File: config.mk
export PLATFORM = sky130hd
export DESIGN_NAME = unidad_fetch
export DESIGN_NICKNAME = d
export VERILOG_FILES = /design/src/rtl/unidad_fetch.sv
export SDC_FILE = /design/constraint.sdc
export NUM_CORES = 1
export LEC_CHECK = 0
export BUFFER_PORTS_ARGS = -buffer_cell sky130_fd_sc_hd__buf_2
export CORE_ASPECT_RATIO = 1.4
export CORE_UTILIZATION = 35
export CTS_CLUSTER_DIAMETER = 40
export DETAILED_ROUTE_END_ITERATION = 6
export GPL_TIMING_DRIVEN = 0
export HOLD_SLACK_MARGIN = 0.08
export MAX_ROUTING_LAYER = met4
export PLACE_DENSITY_LB_ADDON = 0.15
export SYNTH_ARGS = -nofsm -noshare
export SYNTH_HDL_FRONTEND = slang
export SYNTH_SLANG_ARGS = --single-unit
File: constraint.sdc
create_clock -name clk -period 1.8 [get_ports clk]
set_input_delay 0.09 -clock clk [delete_from_list [all_inputs] [get_ports clk]]
set_output_delay 0.09 -clock clk [all_outputs]
set_load 0.01 [all_outputs]
File: src/rtl/unidad_fetch.sv
// ---------------------------------------------------------------------------
// unidad_fetch
//
// Instruction fetch stage in front of a byte-wide, combinational instruction
// memory. It owns the 7-bit program counter, which it drives straight out as
// the memory address. The four returned bytes are captured into a registered
// 32-bit word and offered to decode over a valid/ready handshake. The stage
// also handles branch redirects (which flush the held word) and a halt
// opcode (32'hFFFF_FFFF).
//
// Optional feature macro: FETCH_ALINEACION_EN
//   defined   : a branch to a target with dest_salto[1:0] != 0 halts the
//               stage and raises the sticky err_alineacion flag.
//   undefined : branch targets are forced word-aligned (low two bits
//               cleared) and err_alineacion is tied to 0.
//
// Parameters:
//   RESET_PC       PC loaded on reset (must be a multiple of 4)
//
// Ports:
//   clk            clock, all state updates on the rising edge
//   rst_n          asynchronous active-low reset
//   Direccion      byte address to instruction memory (= PC register)
//   B1..B4         memory bytes at Direccion+0..+3, B1 most significant
//   instr          registered instruction word {B1,B2,B3,B4}
//   pc_instr       address the word in instr was fetched from
//   valid          instr/pc_instr hold a word for decode
//   ready          decode accepts the word this cycle
//   salto          branch redirect request (single-cycle pulse)
//   dest_salto     branch target byte address
//   detenido       fetch halted
//   err_alineacion sticky misaligned-branch flag
// ---------------------------------------------------------------------------
module unidad_fetch #(
    parameter logic [6:0] RESET_PC = 7'd0
) (
    input  logic        clk,
    input  logic        rst_n,
    output logic [6:0]  Direccion,
    input  logic [7:0]  B1,
    input  logic [7:0]  B2,
    input  logic [7:0]  B3,
    input  logic [7:0]  B4,
    output logic [31:0] instr,
    output logic [6:0]  pc_instr,
    output logic        valid,
    input  logic        ready,
    input  logic        salto,
    input  logic [6:0]  dest_salto,
    output logic        detenido,
    output logic        err_alineacion
);

    typedef enum logic [1:0] {
        ARRANQUE = 2'd0,
        ACTIVO   = 2'd1,
        DETENIDO = 2'd2
    } estado_t;

    localparam logic [31:0] PALABRA_ALTO = 32'hFFFF_FFFF;

    estado_t     estado_q, estado_d;
    logic [6:0]  pc_q, pc_d;
    logic [31:0] instr_q, instr_d;
    logic [6:0]  pc_instr_q, pc_instr_d;
    logic        valid_q, valid_d;
    logic        detenido_q, detenido_d;
`ifdef FETCH_ALINEACION_EN
    logic        err_q, err_d;
`endif

    logic [31:0] palabra;
    logic        captura_ok;

    assign palabra    = {B1, B2, B3, B4};
    // A new word may be taken when the output slot is empty or being drained.
    assign captura_ok = (estado_q == ACTIVO) && (!valid_q || ready);

    always_comb begin
        estado_d   = estado_q;
        pc_d       = pc_q;
        instr_d    = instr_q;
        pc_instr_d = pc_instr_q;
        valid_d    = valid_q;
        detenido_d = detenido_q;
`ifdef FETCH_ALINEACION_EN
        err_d      = err_q;
`endif
        case (estado_q)
            ARRANQUE: begin
                // One dead cycle after reset; branches are ignored here.
                valid_d  = 1'b0;
                estado_d = ACTIVO;
            end
            ACTIVO: begin
                if (salto) begin
                    // A redirect always discards the held word, even if decode
                    // would have accepted it this cycle.
                    valid_d = 1'b0;
`ifdef FETCH_ALINEACION_EN
                    if (dest_salto[1:0] != 2'b00) begin
                        err_d      = 1'b1;
                        estado_d   = DETENIDO;
                        detenido_d = 1'b1;
                    end else begin
                        pc_d = dest_salto;
                    end
`else
                    pc_d = dest_salto & 7'h7C;
`endif
                end else if (captura_ok) begin
                    if (palabra == PALABRA_ALTO) begin
                        // Halt word is never delivered; PC stays pointing at it.
                        valid_d    = 1'b0;
                        estado_d   = DETENIDO;
                        detenido_d = 1'b1;
                    end else begin
                        instr_d    = palabra;
                        pc_instr_d = pc_q;
                        valid_d    = 1'b1;
                        pc_d       = pc_q + 7'd4; // wraps modulo 128
                    end
                end
            end
            DETENIDO: begin
                valid_d = 1'b0;
            end
            default: begin
                estado_d = ARRANQUE;
                valid_d  = 1'b0;
            end
        endcase
    end

    always_ff @(posedge clk or negedge rst_n) begin
        if (!rst_n) begin
            estado_q   <= ARRANQUE;
            pc_q       <= RESET_PC;
            instr_q    <= 32'h0;
            pc_instr_q <= 7'h0;
            valid_q    <= 1'b0;
            detenido_q <= 1'b0;
`ifdef FETCH_ALINEACION_EN
            err_q      <= 1'b0;
`endif
        end else begin
            estado_q   <= estado_d;
            pc_q       <= pc_d;
            instr_q    <= instr_d;
            pc_instr_q <= pc_instr_d;
            valid_q    <= valid_d;
            detenido_q <= detenido_d;
`ifdef FETCH_ALINEACION_EN
            err_q      <= err_d;
`endif
        end
    end

    assign Direccion = pc_q;
    assign instr     = instr_q;
    assign pc_instr  = pc_instr_q;
    assign valid     = valid_q;
    assign detenido  = detenido_q;
`ifdef FETCH_ALINEACION_EN
    assign err_alineacion = err_q;
`else
    assign err_alineacion = 1'b0;
`endif

endmodule

Yosys cells after proc, flatten, opt, wreduce, memory -nomap -nowiden
Index checks and enable logic that the tools add are counted.

Register bits after elaboration: 50. Input bits: 43. Word-level logic and storage cells: 38.

Add/subtract/negate cells: 1. Equal/unequal tests: 8. Muxes and demuxes: 11. Bitwise gates (word level): 3. Reductions and logical operators: 9.

Operators with widths (number): $eq A32 B32 Y1 const B (1); $mux W7 (3); $reduce_and A4 Y1 (3); $add A7 B3 Y7 const B (1); $mux W2 (3); $ne A2 B2 Y1 const B (3); $pmux W2 S3 (1); $mux W1 (4); $ne A3 B3 Y1 const B (1); $not A1 Y1 (3); $reduce_and A3 Y1 (1); $eq A2 B1 Y1 const B (1); $eq A2 B2 Y1 const B (1); $logic_not A2 Y1 (1); $ne A2 B1 Y1 const B (1); $reduce_bool A2 Y1 (1); $logic_and A1 B1 Y1 (1); $logic_not A1 Y1 (1); $logic_or A1 B1 Y1 (1).

Longest topological paths before layout
Word-level depth: 6. Depth in mapped cells: 7. Depth with buffers taken out: 5.

Least setup slack after synthesis
Ideal clock, no wire load.

Path kind: reg-to-reg. From: register estado_q[1]. To: register pc_q[3], in the netlist Direccion[3]. Library setup time: 0.125 ns. Arrival: 1.482 ns. Data required time: 1.675 ns. Slack: 0.193 ns. Stages on the path, launching flop included: 7. Buffers on the path: 2. Clock period less this slack: 1.607 ns. Path through: dfrtp_1 > nand2b_1 > nor2_1 > nand3_2 > buf_6 > buf_12 > mux2_4.

Cells in the longest elaborated chain, start to end: 4.

RTL lines: start: declaration (line 62) `estado_t estado_q, estado_d;`; start signal: assignment (line 147) `estado_q <= estado_d;`; $eq A2 B1 Y1 (*) (line 77, 89); $logic_and A1 B1 Y1 (line 77) `assign captura_ok = (estado_q == ACTIVO) && (!valid_q || ready);`; $reduce_bool A2 Y1 (no source line); $reduce_and A3 Y1 (no source line) (*); end signal: assignment (line 148) `pc_q <= pc_d;`; end: declaration (line 63) `logic [6:0] pc_q, pc_d;`.

Mark *: on every way between the ends. The rest lies on a longest branch, timed or not. A chain may end at the register's enable or synchronous reset.

Final worst setup path
From: register estado_q[1]. To: register instr_q[10], in the netlist instr[10].

Cells in the longest elaborated chain, start to end: 3.

RTL lines: $eq A2 B1 Y1 (*) (line 77, 89); $logic_and A1 B1 Y1 (line 77); $reduce_and A4 Y1 (no source line) (*); end signal: assignment (line 149) `instr_q <= instr_d;`; end: declaration (line 64) `logic [31:0] instr_q, instr_d;`.

Marked as above.

==> flow_summary.ini <==
[status]
status = finished, final reports clean

[global_routing]
grt_max_degree = 47
track_usage_pct = 16.0
overflow = 0
grt_first_pass_wirelength_mm = 7.30
grt_pass1_vias = 1604
use_met3_pct = 3.66
grt_busiest_layer = met2
antenna_found_initial = 0
grtUsageMet2_pct = 27.2
use_met1_pct = 18.0

[synthesis]
synth_edf_count = 0
synth_top_cell_by_area = dfrtp_1
yosys_warnings = 0
ys.flop_type = dfrtp_1
synth_most_common_cell = dfrtp_1
synth_top_family_by_area = multiplexers
synth-simple-area-share_pct = 10.4
synthMuxAreaShare_pct = 24.2
synth-seq-area-share_pct = 55.4
netlist_instances = 148
synth_xor_xnor_area_share_pct = 0
ys_top_cells_by_count = dfrtp_1, mux2_4, mux2_2, nand4_1, nor2_1
async_reset_ff_share_pct = 100
synthTopCellsByArea = dfrtp_1, mux2_4, mux2_2
ys_ff_latch = 46
yosysUniqueCellTypes = 26
synth_compound_area_share_pct = 4.21
synth_fa_ha_area_share_pct = 0.602
syn-cell-area_mm2 = 0.00208
syn_avg_cell_area_um2 = 14.0
synth_top_area_share_pct = 55.4

[finish]
multi_input_area_um2 = 848
num-fill-cells = 514
drive_gt1_share_pct = 50.9
syn_to_final_growth_pct = 47.3
antenna_cells = 0
finalNetCount = 324
seq_area_mm2 = 0.00115

[clock_network]
clkTransAtPathRegs_ps = 80
clkSinkCount = 46
clk-insertion-delay-late_ps = 290
cts_root_buf = clkbuf_8
cts_buffers = 5
cts_max_path_buffers = 2
htreeDepth = 2
cts_tree = yes

[run]
cap_violations = 0

[worst_setup_path]
worstReg2RegEnd = instr[10]
crit_path_top_delay_cell = dfrtp_1
cp.required_ps = 1970
cp_slowest_stage_delay_ps = 410
arrival_ps = 1860
crit_cells = 6
crit_fanout = 10
r2r-start = estado_q[1]
reg2reg_slack_ps = 120
worstSetupEndpoint = instr[10]
cp-end-kind = register
crit_start = estado_q[1]
critPathTopFamily = simple AND/OR/NAND/NOR gates
crit_type = reg2reg
start_kind = register
cp.buffers_inverters = 2
r2r_cells = 6
worstPathCellList = nand2b_2, nor2_4, nand3_2, buf_6, buf_12, mux2_4

[floorplanning]
pin_count = 92
dieArea_mm2 = 0.00625
core-area_mm2 = 0.00561
rows = 32
dieHeight_um = 93.2
start_util_pct = 37.1
die_w_um = 67.1

[sta]
fin_crit_sh_pct = 93.6
fin_hold_ws_ps = 117
final_hold_viol_count = 0
relSlewSlack_pct = 32.4
drv_slew = 0
post-route-min-period_ps = 1680
tns_ps = 0
rsz0062_at_grt = no
worstMarginPinSlew_ps = 1010
setup_viol = 0
fin_skew_ps = 4.17
max_freq_mhz = 594

[detailed_routing]
first_pass_iters = 4
drtIter0Drc = 65
num_vias = 1623
ant_nets = 0
drt_wl_total_mm = 4.65
vias_per_cell = 4.68
wire_per_inst_um = 13.4
drc = 0

[power_and_ir_drop]
p_seq_share_pct = 49.9
vdd_drop_max_uv = 398
clkPwrFrac_pct = 24.2
combPwrFrac_pct = 25.8
p_sw_mw = 0.670
p_total_mw = 2.51
p_leak_nw = 1.52
p_sw_share_pct = 26.7
internal_power_mw = 1.84
p_per_area_mw_per_mm2 = 821

[place]
routabilityCongestion = 0.819
dp_hpwl_mm = 3.19
numPortBuffers = 84

[hold_path]
hp-class = in2reg
timing repair:
| item | CTS | global route |
|---|---|---|
| hold buffers | 37 | 0 |
| endpoints found under the setup margin | 20 | 20 |
| resized for setup | 1 | 2 |
| hold endpoints to repair | 82 | 0 |
| buffers inserted | 0 | 0 |
metal layers:
layer  share of wire [%]  up-vias
li1                    -      789
met3                 5.0        2
met4                0.62        0
met1                  42      781
met5                   0        -
met2                  52       51
tightest hold or removal path, cell delays in order:
cell,delay (ps)
buf_2,100
nor2_1,110
a311oi_1,60
layout make-up:
type,count,share of cell area (%)
plain buffers,9,3.15
clock buffers,6,2.70
inverters,2,0.245
multi-input cells,95,27.7
flip-flops and latches,46,37.6
well taps,68,2.78
repair buffers,121,25.8
state kept, by name, summed over array words and instances (netlist names):
register   flops
instr         32
Direccion      5
pc_instr       5
estado_q       2
detenido       1
valid          1
cell families after synthesis:
kind of cell | after synthesis
multiplexers | 38
AND/OR/NAND/NOR | 39
other | 1
adder cells (fa/ha/maj) | 1
buffers and inverters | 11
AO/OA/AOI/OAI | 12
flip-flops | 46
how the worst min path moves through the flow:
stage,startpoint,end,slack [ps],cells after the start
after floorplan,rst_n,Direccion[2],-210,0
after global placement,rst_n,instr[19],330,1
after detailed placement,rst_n,instr[17],330,1
after CTS,dest_salto[5],Direccion[5],90,3
after global routing,dest_salto[5],Direccion[5],100,3
final,dest_salto[5],Direccion[5],120,3
power groups by stage:
stage          registers [mW]  clock network (mW)  logic, mW
2_1_floorplan            1.34                   0      0.264
3_3_place_gp             1.27                   0      0.588
3_5_place_dp             1.28                   0      0.590
4_1_cts                  1.26               0.643      0.654
5_1_grt                  1.28               0.678      0.705
6_report                 1.26               0.609      0.649
metrics by stage:
stage          setup slack [ps]  utilization (%)  cells  instance area (um2)
6_report                    116             54.6    347                 3060
5_1_grt                    51.1             54.6    347                 3060
4_1_cts                    7.14             54.5    347                 3050
3_5_place_dp              -98.4             46.4    304                 2600
3_3_place_gp               -103             46.4    304                 2600
2_1_floorplan               193                -    152                 2090
cell usage in the layout, fill, tap and decap left out, types with 6 or more instances in the layout:
cell type / n
clkbuf_8: 6
buf_4: 6
nor2_1: 7
mux2_4: 20
dfrtp_1: 46
dlygate4sd3_1: 37
nand2_1: 7
nand4_1: 8
buf_2: 84
mux2_2: 18
Power figures use the tool's default switching activity.
